`config.mk`:
```
export PLATFORM = sky130hd
export DESIGN_NAME = wb_queue_flat
export DESIGN_NICKNAME = d
export VERILOG_FILES = /design/src/rtl/wb_queue_pkg.sv /design/src/rtl/wb_queue_if.sv /design/src/rtl/wb_queue_fifo.sv /design/src/rtl/wb_queue.sv /design/src/flat_wrapper.sv
export SDC_FILE = /design/constraint.sdc
export NUM_CORES = 1
export LEC_CHECK = 0
export CORE_UTILIZATION = 40
export DETAILED_ROUTE_END_ITERATION = 12
export PLACE_DENSITY = 0.71
export SLEW_MARGIN = 20
export SYNTH_ARGS = -nofsm -noshare
export SYNTH_HDL_FRONTEND = slang
export SYNTH_SLANG_ARGS = --single-unit
```
`constraint.sdc`:
```
create_clock -name i_clk -period 5.9 [get_ports i_clk]
set_clock_uncertainty 0.2 [all_clocks]
set_input_delay 1.18 -clock i_clk [delete_from_list [all_inputs] [get_ports i_clk]]
set_output_delay 1.18 -clock i_clk [all_outputs]
set_load 0.005 [all_outputs]
```
`src/rtl/wb_queue_pkg.sv`:
```
// wb_queue_pkg: shared widths, queue entry type and scoreboard helper for the write-back queue
package wb_queue_pkg;
  localparam int REG_ADDRW = 5;
  localparam int CPU_WIDTH = 32;
  localparam int REG_COUNT = 1 << REG_ADDRW;
  localparam int WBQ_DEPTH = 4;
  typedef logic [REG_ADDRW-1:0] reg_addr_t;
  typedef logic [CPU_WIDTH-1:0] cpu_data_t;
  typedef struct packed {
    reg_addr_t rd;
    cpu_data_t data;
  } wbq_entry_t;
  function automatic logic [REG_COUNT-1:0] reg_onehot(input reg_addr_t r);
    return REG_COUNT'(1) << r;
  endfunction
endpackage

```
`src/rtl/wb_queue_if.sv`:
```
// wb_queue_if: producer, issue, scoreboard and regfile-write signals of the write-back queue
// Forwarding ports exist only when WBQ_FWD_EN is defined.
interface wb_queue_if;
  import wb_queue_pkg::*;
  logic lsu_valid, lsu_ready;
  reg_addr_t lsu_rd;
  cpu_data_t lsu_data;
  logic exu_valid, exu_ready;
  reg_addr_t exu_rd;
  cpu_data_t exu_data;
  logic iss_valid;
  reg_addr_t iss_rd;
  logic [REG_COUNT-1:0] busy;
  logic wen;
  reg_addr_t waddr;
  cpu_data_t wdata;
  logic empty;
`ifdef WBQ_FWD_EN
  reg_addr_t fwd_raddr1, fwd_raddr2;
  logic fwd_hit1, fwd_hit2;
  cpu_data_t fwd_data1, fwd_data2;
`endif
  modport slave (
    input lsu_valid, lsu_rd, lsu_data, exu_valid, exu_rd, exu_data, iss_valid, iss_rd,
    output lsu_ready, exu_ready, busy, wen, waddr, wdata, empty
`ifdef WBQ_FWD_EN
    , input fwd_raddr1, fwd_raddr2, output fwd_hit1, fwd_hit2, fwd_data1, fwd_data2
`endif
  );
  modport master (
    output lsu_valid, lsu_rd, lsu_data, exu_valid, exu_rd, exu_data, iss_valid, iss_rd,
    input lsu_ready, exu_ready, busy, wen, waddr, wdata, empty
`ifdef WBQ_FWD_EN
    , output fwd_raddr1, fwd_raddr2, input fwd_hit1, fwd_hit2, fwd_data1, fwd_data2
`endif
  );
endinterface

```
`src/rtl/wb_queue_fifo.sv`:
```
// wb_queue_fifo: DEPTH-entry FIFO with two ordered pushes (a before b) and one pop per cycle
module wb_queue_fifo import wb_queue_pkg::*; #(
  parameter int DEPTH = WBQ_DEPTH,
  localparam int PW = $clog2(DEPTH),
  localparam int CW = PW + 1
) (
  input  logic          clk,
  input  logic          rst,
  input  logic          push_a,
  input  logic          push_b,
  input  logic          pop,
  input  wbq_entry_t    entry_a,
  input  wbq_entry_t    entry_b,
  output wbq_entry_t    head,
  output logic [CW-1:0] count,
  output logic [CW-1:0] space,
  output logic [PW-1:0] head_ptr,
  output wbq_entry_t    mem [DEPTH]
);
  logic [PW-1:0] tail;
  assign head = mem[head_ptr];
  // a non-empty queue always pops this cycle, so its head slot counts as free
  assign space = CW'(DEPTH) - count + CW'(count != '0);
  always_ff @(posedge clk) begin
    if (push_a) mem[tail] <= entry_a;
    if (push_b) mem[tail + PW'(1)] <= entry_b;
  end
  always_ff @(posedge clk) begin
    if (rst) begin
      tail <= '0;
      head_ptr <= '0;
      count <= '0;
    end else begin
      tail <= tail + PW'(push_a) + PW'(push_b);
      head_ptr <= head_ptr + PW'(pop);
      count <= count + CW'(push_a) + CW'(push_b) - CW'(pop);
    end
  end
  a_no_overflow: assert property (@(posedge clk) disable iff (rst) count <= CW'(DEPTH));
endmodule

```
`src/rtl/wb_queue.sv`:
```
// wb_queue: write-back queue feeding the single regfile write port, with per-register pending scoreboard
// Define WBQ_FWD_EN to add combinational forwarding of queued results.
module wb_queue import wb_queue_pkg::*; #(
  parameter int DEPTH = WBQ_DEPTH
) (
  input logic i_clk,
  input logic i_rst,
  wb_queue_if.slave bus
);
  localparam int PW = $clog2(DEPTH);
  localparam int CW = PW + 1;
  wbq_entry_t head, lsu_entry, exu_entry;
  wbq_entry_t mem [DEPTH];
  logic [CW-1:0] count, space;
  logic [PW-1:0] head_ptr;
  logic lsu_rdy, exu_rdy, lsu_keep, exu_keep, pop;
  logic [REG_COUNT-1:0] busy;
  always_comb begin
    lsu_rdy = ~i_rst & (space >= CW'(1));
    exu_rdy = ~i_rst & ((space >= CW'(2)) | ((space == CW'(1)) & ~bus.lsu_valid));
    lsu_entry = '{rd: bus.lsu_rd, data: bus.lsu_data};
    exu_entry = '{rd: bus.exu_rd, data: bus.exu_data};
    // writes to x0 complete the handshake but never occupy a slot
    lsu_keep = bus.lsu_valid & lsu_rdy & (bus.lsu_rd != '0);
    exu_keep = bus.exu_valid & exu_rdy & (bus.exu_rd != '0);
    pop = ~i_rst & (count != '0);
    bus.lsu_ready = lsu_rdy;
    bus.exu_ready = exu_rdy;
    bus.wen = pop;
    bus.waddr = pop ? head.rd : '0;
    bus.wdata = pop ? head.data : '0;
    bus.busy = busy;
    bus.empty = (count == '0) & (busy == '0);
  end
  wb_queue_fifo #(.DEPTH(DEPTH)) u_fifo (
    .clk(i_clk),
    .rst(i_rst),
    .push_a(lsu_keep | exu_keep),
    .push_b(lsu_keep & exu_keep),
    .pop(pop),
    .entry_a(lsu_keep ? lsu_entry : exu_entry),
    .entry_b(exu_entry),
    .head(head),
    .count(count),
    .space(space),
    .head_ptr(head_ptr),
    .mem(mem)
  );
  // issue-side set is OR'd in after the retire clear so it wins on the same register
  always_ff @(posedge i_clk) begin
    if (i_rst) busy <= '0;
    else busy <= (busy & ~(pop ? reg_onehot(head.rd) : '0))
               | ((bus.iss_valid && bus.iss_rd != '0) ? reg_onehot(bus.iss_rd) : '0);
  end
`ifdef WBQ_FWD_EN
  always_comb begin
    bus.fwd_hit1 = 1'b0;
    bus.fwd_hit2 = 1'b0;
    bus.fwd_data1 = '0;
    bus.fwd_data2 = '0;
    for (int i = 0; i < DEPTH; i++) begin
      if (CW'(i) < count && mem[head_ptr + PW'(i)].rd == bus.fwd_raddr1 && bus.fwd_raddr1 != '0) begin
        bus.fwd_hit1 = 1'b1;
        bus.fwd_data1 = mem[head_ptr + PW'(i)].data;
      end
      if (CW'(i) < count && mem[head_ptr + PW'(i)].rd == bus.fwd_raddr2 && bus.fwd_raddr2 != '0) begin
        bus.fwd_hit2 = 1'b1;
        bus.fwd_data2 = mem[head_ptr + PW'(i)].data;
      end
    end
  end
`else
  logic unused_fwd;
  always_comb begin
    unused_fwd = ^head_ptr;
    for (int i = 0; i < DEPTH; i++) unused_fwd = unused_fwd ^ (^mem[i]);
  end
`endif
endmodule

```
`src/flat_wrapper.sv`:
```
// flat-port wrapper written by rule: the top's interface ports become plain ports
module wb_queue_flat import wb_queue_pkg::*;
#(
  parameter int DEPTH = WBQ_DEPTH
)
  (i_clk, i_rst, bus_lsu_valid, bus_lsu_rd, bus_lsu_data, bus_exu_valid, bus_exu_rd, bus_exu_data, bus_iss_valid, bus_iss_rd, bus_lsu_ready, bus_exu_ready, bus_busy, bus_wen, bus_waddr, bus_wdata, bus_empty);
  wb_queue_if bus_i ();
  input logic i_clk;
  input logic i_rst;
  input wire logic [$bits(bus_i.lsu_valid)-1:0] bus_lsu_valid;
  input wire logic [$bits(bus_i.lsu_rd)-1:0] bus_lsu_rd;
  input wire logic [$bits(bus_i.lsu_data)-1:0] bus_lsu_data;
  input wire logic [$bits(bus_i.exu_valid)-1:0] bus_exu_valid;
  input wire logic [$bits(bus_i.exu_rd)-1:0] bus_exu_rd;
  input wire logic [$bits(bus_i.exu_data)-1:0] bus_exu_data;
  input wire logic [$bits(bus_i.iss_valid)-1:0] bus_iss_valid;
  input wire logic [$bits(bus_i.iss_rd)-1:0] bus_iss_rd;
  output wire logic [$bits(bus_i.lsu_ready)-1:0] bus_lsu_ready;
  output wire logic [$bits(bus_i.exu_ready)-1:0] bus_exu_ready;
  output wire logic [$bits(bus_i.busy)-1:0] bus_busy;
  output wire logic [$bits(bus_i.wen)-1:0] bus_wen;
  output wire logic [$bits(bus_i.waddr)-1:0] bus_waddr;
  output wire logic [$bits(bus_i.wdata)-1:0] bus_wdata;
  output wire logic [$bits(bus_i.empty)-1:0] bus_empty;
  assign bus_i.lsu_valid = bus_lsu_valid;
  assign bus_i.lsu_rd = bus_lsu_rd;
  assign bus_i.lsu_data = bus_lsu_data;
  assign bus_i.exu_valid = bus_exu_valid;
  assign bus_i.exu_rd = bus_exu_rd;
  assign bus_i.exu_data = bus_exu_data;
  assign bus_i.iss_valid = bus_iss_valid;
  assign bus_i.iss_rd = bus_iss_rd;
  assign bus_lsu_ready = bus_i.lsu_ready;
  assign bus_exu_ready = bus_i.exu_ready;
  assign bus_busy = bus_i.busy;
  assign bus_wen = bus_i.wen;
  assign bus_waddr = bus_i.waddr;
  assign bus_wdata = bus_i.wdata;
  assign bus_empty = bus_i.empty;
  wb_queue #(.DEPTH(DEPTH)) u_core (.i_clk(i_clk), .i_rst(i_rst), .bus(bus_i));
endmodule
```
==> results of run 1 <==
cell type report:
cell class / instances / area [sq um] / area share [%]
clock inverter: 14 / 153 / 1.26
tap: 319 / 399 / 3.30
timing repair buffer: 170 / 1690 / 14.0
clock buffer: 18 / 439 / 3.63
inverter: 12 / 47.5 / 0.393
sequential: 187 / 3750 / 30.9
multi-input combinational: 578 / 5630 / 46.5
routing by layer:
layer  wire length [um]  vias up
met2              11800      211
met5                  0        -
li1                   -     3305
met3               1120       38
met4                465        0
met1              11100     3415
stage by stage:
stage	setup slack, ps	power, W	instance area (sq um)	cells	hold WS (ps)
floorplan	2180	0.00375	9670	822	274
global placement	1330	0.00438	11500	1266	279
detailed placement	1280	0.00445	11500	1266	287
CTS	1270	0.00562	12100	1298	296
global route	1140	0.00592	12100	1298	302
finish	1280	0.00556	12100	1298	294
cells in the mapped netlist, types with 2 or more instances:
| cell | number |
|---|---|
| dfxtp_1 | 187 |
| mux2_2 | 186 |
| mux2_1 | 102 |
| nand2_1 | 50 |
| and2_1 | 38 |
| mux4_2 | 37 |
| a21oi_1 | 36 |
| o21ai_0 | 32 |
| buf_2 | 21 |
| nor2_1 | 16 |
| clkbuf_1 | 12 |
| inv_1 | 11 |
| nor4_1 | 8 |
| nor2b_1 | 7 |
| buf_6 | 6 |
| nor3_1 | 6 |
| nor3b_1 | 5 |
| o22ai_1 | 5 |
| ha_1 | 4 |
| nand2b_1 | 4 |
| nor3_4 | 4 |
| o32ai_1 | 4 |
| xnor2_1 | 4 |
| and3b_1 | 3 |
| buf_1 | 3 |
| buf_4 | 3 |
| fa_1 | 3 |
| and3_1 | 2 |
| nand3_1 | 2 |
| o211ai_4 | 2 |
| o21ai_4 | 2 |
where the power goes:
group          internal [W]  switching (W)
Sequential          0.00178       0.000263
Combinational       0.00144       0.000924
Clock              0.000610       0.000543
Total               0.00383        0.00173
logic make-up after synthesis:
| kind of cell | share of synthesized area (%) |
|---|---|
| buffers and inverters | 3.09 |
| DFF | 38.7 |
| xor gates and xnor gates | 0.531 |
| and+or+nand+nor | 8.51 |
| muxes | 42.2 |
| AOI/OAI and AO/OA | 5.83 |
| adders and majority gates | 1.14 |
sequential cells by signal, indices dropped and copies added, names as in the netlist:
name                    cells
u_core.bus.busy            32
u_core.u_fifo.head_ptr      2
u_core.u_fifo.tail          2
u_core.u_fifo.count         3
u_core.u_fifo.mem         148
worst max-delay path by stage:
stage / endpoint / slack (ps)
3_5_place_dp: bus_waddr[0] / 1280
3_3_place_gp: bus_waddr[3] / 1330
6_report: bus_waddr[0] / 1280
5_1_grt: bus_waddr[0] / 1140
4_1_cts: bus_waddr[0] / 1270
2_1_floorplan: u_core.u_fifo.count[1] / 2180
worst max-delay path, delay by kind of cell:
kind / cells / cell delay (ps)
buffers and inverters: 4 / 1700
and+or+nand+nor: 2 / 350
==> metrics.md, run 1 <==
| Metric | Value |
|---|---|
| Met2 Track Usage GR | `between 30% and 40%` |
| Synth Instances | `822` |
| Drt wl/cell | `roughly 19 um` |
| Core ar. | `~24000 sq um` |
| Clk_lat worst skew | `440 ps` |
| Post-DP HPWL | `around 16000 um` |
| Routed vias | `6969` |
| Cell Rows | `56` |
| Clk sink count | `187` |
| Die ar. | `24800 sq um` |
| Largest cells by area after synthesis | `dfxtp_1, mux2_2, mux2_1` |
| Total congestion overflow | `0` |
| Hold_sp | `u_core.bus.busy[30]` |
| Final wirelength | `~24000 um` |
| Critical path class | `primary input to primary output` |
| Register bit count reported by yosys | `187` |
| Critical path's slowest cell | `clkdlybuf4s50_1` |
| Static leakage | `4.49 nW` |
| Worst path arrival time | `about 3200 ps` |
| R2R Path End | `u_core.u_fifo.mem[79]` |
| Final min period | `approximately 4600 ps` |
| Filler cells | `roughly 2100` |
| Post-Route Setup TNS | `0 ps` |
| Buffers on Ports | `around 160` |
| ANT cells | `0` |
| Final core occ | `between 50% and 60%` |
| Initial antenna violation count | `0` |
| Chip width | `157 um` |
| # IOs | `~160` |
| Routability cong. | `0.929` |
| Post-CTS Resized | `0` |
| Top cell type's share of synthesized area | `roughly two fifths` |
| Hold Fails Final Rpt | `0` |
| Worst slew margin relative to its limit | `roughly two fifths` |
| Final period utilization | `78.4%` |
| Hold Path Class | `flip-flop to flip-flop` |
| Most frequent cells in the layout | `mux2_2, dfxtp_1, clkdlybuf4s50_1` |
| Worst r2r path cells | `10` |
| H-tree Lvls | `4` |
| Worst path max stage delay | `about 540 ps` |
| Initial DRC Count | `419` |
| Die height | `approximately 160 um` |
| Hold endpoint | `u_core.bus.busy[30]` |
| RSZ-0062 raised after global routing | `no` |
| CP Cell Sequence | `clkdlybuf4s50_1 > buf_4 > nor2_2 > buf_4 > and2_1 > clkdlybuf4s50_1` |
| Root Buffer | `clkbuf_16` |
| Grt met3 use | `3.69%` |
| Most common cell after layout, fill and taps aside | `mux2_2` |
| CP endpoint kind | `primary output` |
| Pwr Density | `459 nW/um^2` |
| Post-CTS Hold Buffers | `0` |
| Max clock buf depth | `2` |
| First-pass GRT wire length | `38800 um` |
| Cell area after synthesis | `9670 sq um` |
| Setup crit start | `i_rst` |
| Layout area overhead | `25.3%` |
| Post-synth top area cell | `dfxtp_1` |
| # DRC | `0` |
| GRT Overall Usage | `approximately 21%` |
| Max VDD drop | `roughly 0.19 mV` |
| Setup slack, reg-to-reg | `~1700 ps` |
| Clk slew on worst S/H paths | `about 70 ps` |
| GR peak layer | `met2` |
| Post-synth EDFFs | `0` |
| Status | `finished clean` |
| Async set-reset flop share out of synthesis | `0%` |
| Sequential share of the synthesized area | `between 30 and 40%` |
| Setup Viol. Count Final | `0` |
| CTS tree | `yes` |
| Nets | `1057` |
| CP Max Fanout | `39` |
| Share of cells above drive strength 1 | `~29%` |
| CP Launch Type | `primary input` |
| Final Slew Violations | `0` |
| Fmax | `approximately 0.22 GHz` |
| Post-CTS Setup Bufs | `0` |
| R2r startpoint | `u_core.u_fifo.count[2]` |
| Vias in the first global route | `about 7000` |
| Yosys cell types | `48` |
| Ys Warns | `0` |
| Syn Nets | `roughly 910` |
| TritonCTS buffer count | `17` |
| TritonRoute pass-1 iters | `5` |
| Synthesized area per cell | `about 12 sq um` |
| Post-synth top flop | `dfxtp_1` |
| Hold Path Depth | `2` |
| Initial Utilization | `about 40%` |
| Max Cap Viol | `0` |
| GR met1 Demand/Resource | `a little over a quarter` |
| Largest net degree at the start of global routing | `40` |
| Worst-margin pin slew | `between 900 and 1000 ps` |
| Routed Antenna Nets | `0` |
| Vias per cell | `approximately 5.4` |
| Critical Path RT | `around 4500 ps` |
(Power assumes the default switching activity.)
==> run 2, diff against run 1 <==
Clock period 5.9 ns to 4.5 ns, I/O delays scaled along.
==> run 2 against run 1 <==
Clock-buffer cell count increased by 2; global-route usage decreased by 0.26 points; sequential share of layout area is 0.086 points lower; first-iteration DRC count fell by 5.0%; register-to-register slack got worse by 970 ps; hold slack better by 6.1 ps; via count hardly changed; clock power is 23% higher; final cell count is 0.46% higher; routed wire length fell by 1.6%; sequential power rose by 31%; combinational power is 32% higher; critical path type unchanged; largest power group unchanged.
==> metrics.md, run 2 (same netlist as run 1, synthesis figures left out) <==
| Metric | Value |
|---|---|
| GR met1 Demand/Resource | `25.5% (was 26.2%)` |
| Max VDD drop | `0.320 mV (was 0.188 mV)` |
| Critical path class | `primary input to primary output (unchanged)` |
| CP Launch Type | `primary input (unchanged)` |
| CP Max Fanout | `8 (was 39)` |
| Die ar. | `24800 sq um (unchanged)` |
| Initial antenna violation count | `0 (unchanged)` |
| Post-CTS Hold Buffers | `0 (unchanged)` |
| Most common cell after layout, fill and taps aside | `mux2_2 (unchanged)` |
| H-tree Lvls | `4 (unchanged)` |
| Max FFs per register | `148 (unchanged)` |
| Die height | `157 um (unchanged)` |
| Final Slew Violations | `0 (unchanged)` |
| Hold WS | `300 ps (was 294 ps)` |
| Chip width | `157 um (unchanged)` |
| P_int | `0.00503 W (was 0.00383 W)` |
| Hold Path Class | `flip-flop to flip-flop (unchanged)` |
| Pwr Density | `595 nW/um^2 (was 459 nW/um^2)` |
| Clk_lat worst skew | `420 ps (was 440 ps)` |
| Met2 Track Usage GR | `35.4% (was 34.8%)` |
| Crit path setup slack, layout | `574 ps (was 1280 ps)` |
| Final wirelength | `24000 um (was 24400 um)` |
| Sequential cell area | `3750 sq um (unchanged)` |
| Fmax | `about 0.25 GHz` |
| Critical path's slowest cell | `clkdlybuf4s50_1 (unchanged)` |
| Post-DP HPWL | `16400 um (was 16200 um)` |
| Post-CTS Setup Bufs | `0 (unchanged)` |
| Multi-input gate area | `5630 sq um (unchanged)` |
| Nets | `1065 (was 1057)` |
| Largest net degree at the start of global routing | `37 (was 40)` |
| ANT cells | `0 (unchanged)` |
| # IOs | `157 (unchanged)` |
| Setup Viol. Count Final | `0 (unchanged)` |
| TritonRoute pass-1 iters | `4 (was 5)` |
| First-pass GRT wire length | `38400 um (was 38800 um)` |
| CP Cell Sequence | `clkdlybuf4s50_1 > buf_4 > nor3b_1 > clkdlybuf4s50_1 (was clkdlybuf4s50_1 > buf_4 > nor2_2 > buf_4 > and2_1 > clkdlybuf4s50_1)` |
| Top flop regs | `u_core.u_fifo.mem x148, u_core.bus.busy x32, u_core.u_fifo.count x3 (unchanged)` |
| Max clock buf depth | `2 (unchanged)` |
| Total congestion overflow | `0 (unchanged)` |
| Vias in the first global route | `7160 (was 7019)` |
| Final core occ | `51.4% (was 51.3%)` |
| Worst path max stage delay | `630 ps (was 540 ps)` |
| Status | `finished clean (unchanged)` |
| Clk sink count | `187 (unchanged)` |
| Grt met3 use | `3.39% (was 3.69%)` |
| Final min period | `just under 4000 ps` |
| Clock group share of total power | `19.7% (was 20.7%)` |
| RSZ-0062 raised after global routing | `no (unchanged)` |
| Max Cap Viol | `0 (unchanged)` |
| Vias per cell | `5.35 (was 5.37)` |
| Pre-CTS setup slack | `373 ps (was 1280 ps)` |
| Buffers on Ports | `156 (unchanged)` |
| Filler cells | `2150 (was 2111)` |
| Hold Fails Final Rpt | `0 (unchanged)` |
| Seq pwr share | `37.0% (was 36.8%)` |
| Final period utilization | `about 87%` |
| Switch share | `30.4% (was 31.1%)` |
| Routability cong. | `0.876 (was 0.929)` |
| Routed vias | `6972 (was 6969)` |
| Post-Route Setup TNS | `0 ps (unchanged)` |
| Clk slew on worst S/H paths | `70 ps (about the same)` |
| Share of cells above drive strength 1 | `29.4% (was 29.2%)` |
| Initial DRC Count | `398 (was 419)` |
| Layout area overhead | `25.6% (was 25.3%)` |
| GR peak layer | `met2 (unchanged)` |
| Cell Rows | `56 (unchanged)` |
| TritonCTS buffer count | `17 (unchanged)` |
| Post-CTS Resized | `0 (unchanged)` |
| Static leakage | `4.52 nW (was 4.49 nW)` |
| Critical Path RT | `3400 ps (was 4520 ps)` |
| Initial Utilization | `40.9% (unchanged)` |
| Switching power | `0.00220 W (was 0.00173 W)` |
| CP dominant cell by count | `clkdlybuf4s50_1` |
| Worst slew margin relative to its limit | `44.6% (was 38.2%)` |
| Routed Antenna Nets | `0 (unchanged)` |
| Drt wl/cell | `18.4 um (was 18.8 um)` |
| GRT Overall Usage | `20.3% (was 20.5%)` |
| Core ar. | `23600 sq um (unchanged)` |
| Most flops, register | `u_core.u_fifo.mem (unchanged)` |
| Worst path arrival time | `2830 ps (was 3240 ps)` |
| # DRC | `0 (unchanged)` |
| CP endpoint kind | `primary output (unchanged)` |
| Most frequent cells in the layout | `mux2_2, dfxtp_1, clkdlybuf4s50_1 (unchanged)` |
| Combinational fraction of design power | `43.2% (was 42.5%)` |
| Root Buffer | `clkbuf_16 (unchanged)` |
| CTS tree | `yes (unchanged)` |
| Worst-margin pin slew | `828 ps (was 922 ps)` |
==> run 2: cell count changes in the layout (fill, tap and decap cells not counted) <==
cell	delta
clkinv_2	+3
clkinv_4	-6
clkinvlp_4	+2
buf_12	+2
buf_4	+6
inv_8	-4
clkbuf_1	+2
inv_6	+1
==> run 2: metrics by stage <==
step	instance area [sq um]	instances	total power [W]
finish	12100	1304	0.00723
global route	12100	1304	0.00771
CTS	12100	1304	0.00730
detailed placement	11600	1274	0.00586
global placement	11600	1274	0.00577
floorplan	9670	822	0.00492
==> run 2: critical path, delay by kind of cell <==
family,cells,cell delay (ps)
buffers and inverters,3,1370
and+or+nand+nor,1,550
==> run 2: routing by layer <==
metal  wire (um)  vias to the layer above
li1            -                     3326
met1       10600                     3440
met2       12000                      183
met3        1010                       23
met4         359                        0
met5           0                        -
==> run 2: area by class of cell <==
type / instances / area share, %
multi-input combinational: 578 / 46.4
sequential: 187 / 30.9
timing repair buffer: 178 / 14.6
clock buffer: 20 / 3.68
tap: 319 / 3.29
clock inverter: 10 / 0.773
inverter: 12 / 0.392
==> run 2: power by group through the flow <==
stage               Sequential [W]  Clock, W  Combinational, W
finish                     0.00268   0.00142           0.00312
global route               0.00276   0.00153           0.00342
CTS                        0.00267   0.00146           0.00316
detailed placement         0.00271         0           0.00315
global placement           0.00268         0           0.00309
floorplan                  0.00258         0           0.00234
==> run 2: worst paths after layout <==
| kind | from | to | slack [ps] | cells past startpoint |
|---|---|---|---|---|
| setup / recovery | i_rst | bus_waddr[2] | 570 | 4 |
| hold / removal | u_core.bus.busy[9] | u_core.bus.busy[9] | 300 | 2 |
| setup reg to reg | u_core.u_fifo.count[2] | u_core.u_fifo.count[1] | 690 | 15 |
| hold reg to reg | u_core.bus.busy[9] | u_core.bus.busy[9] | 300 | 2 |
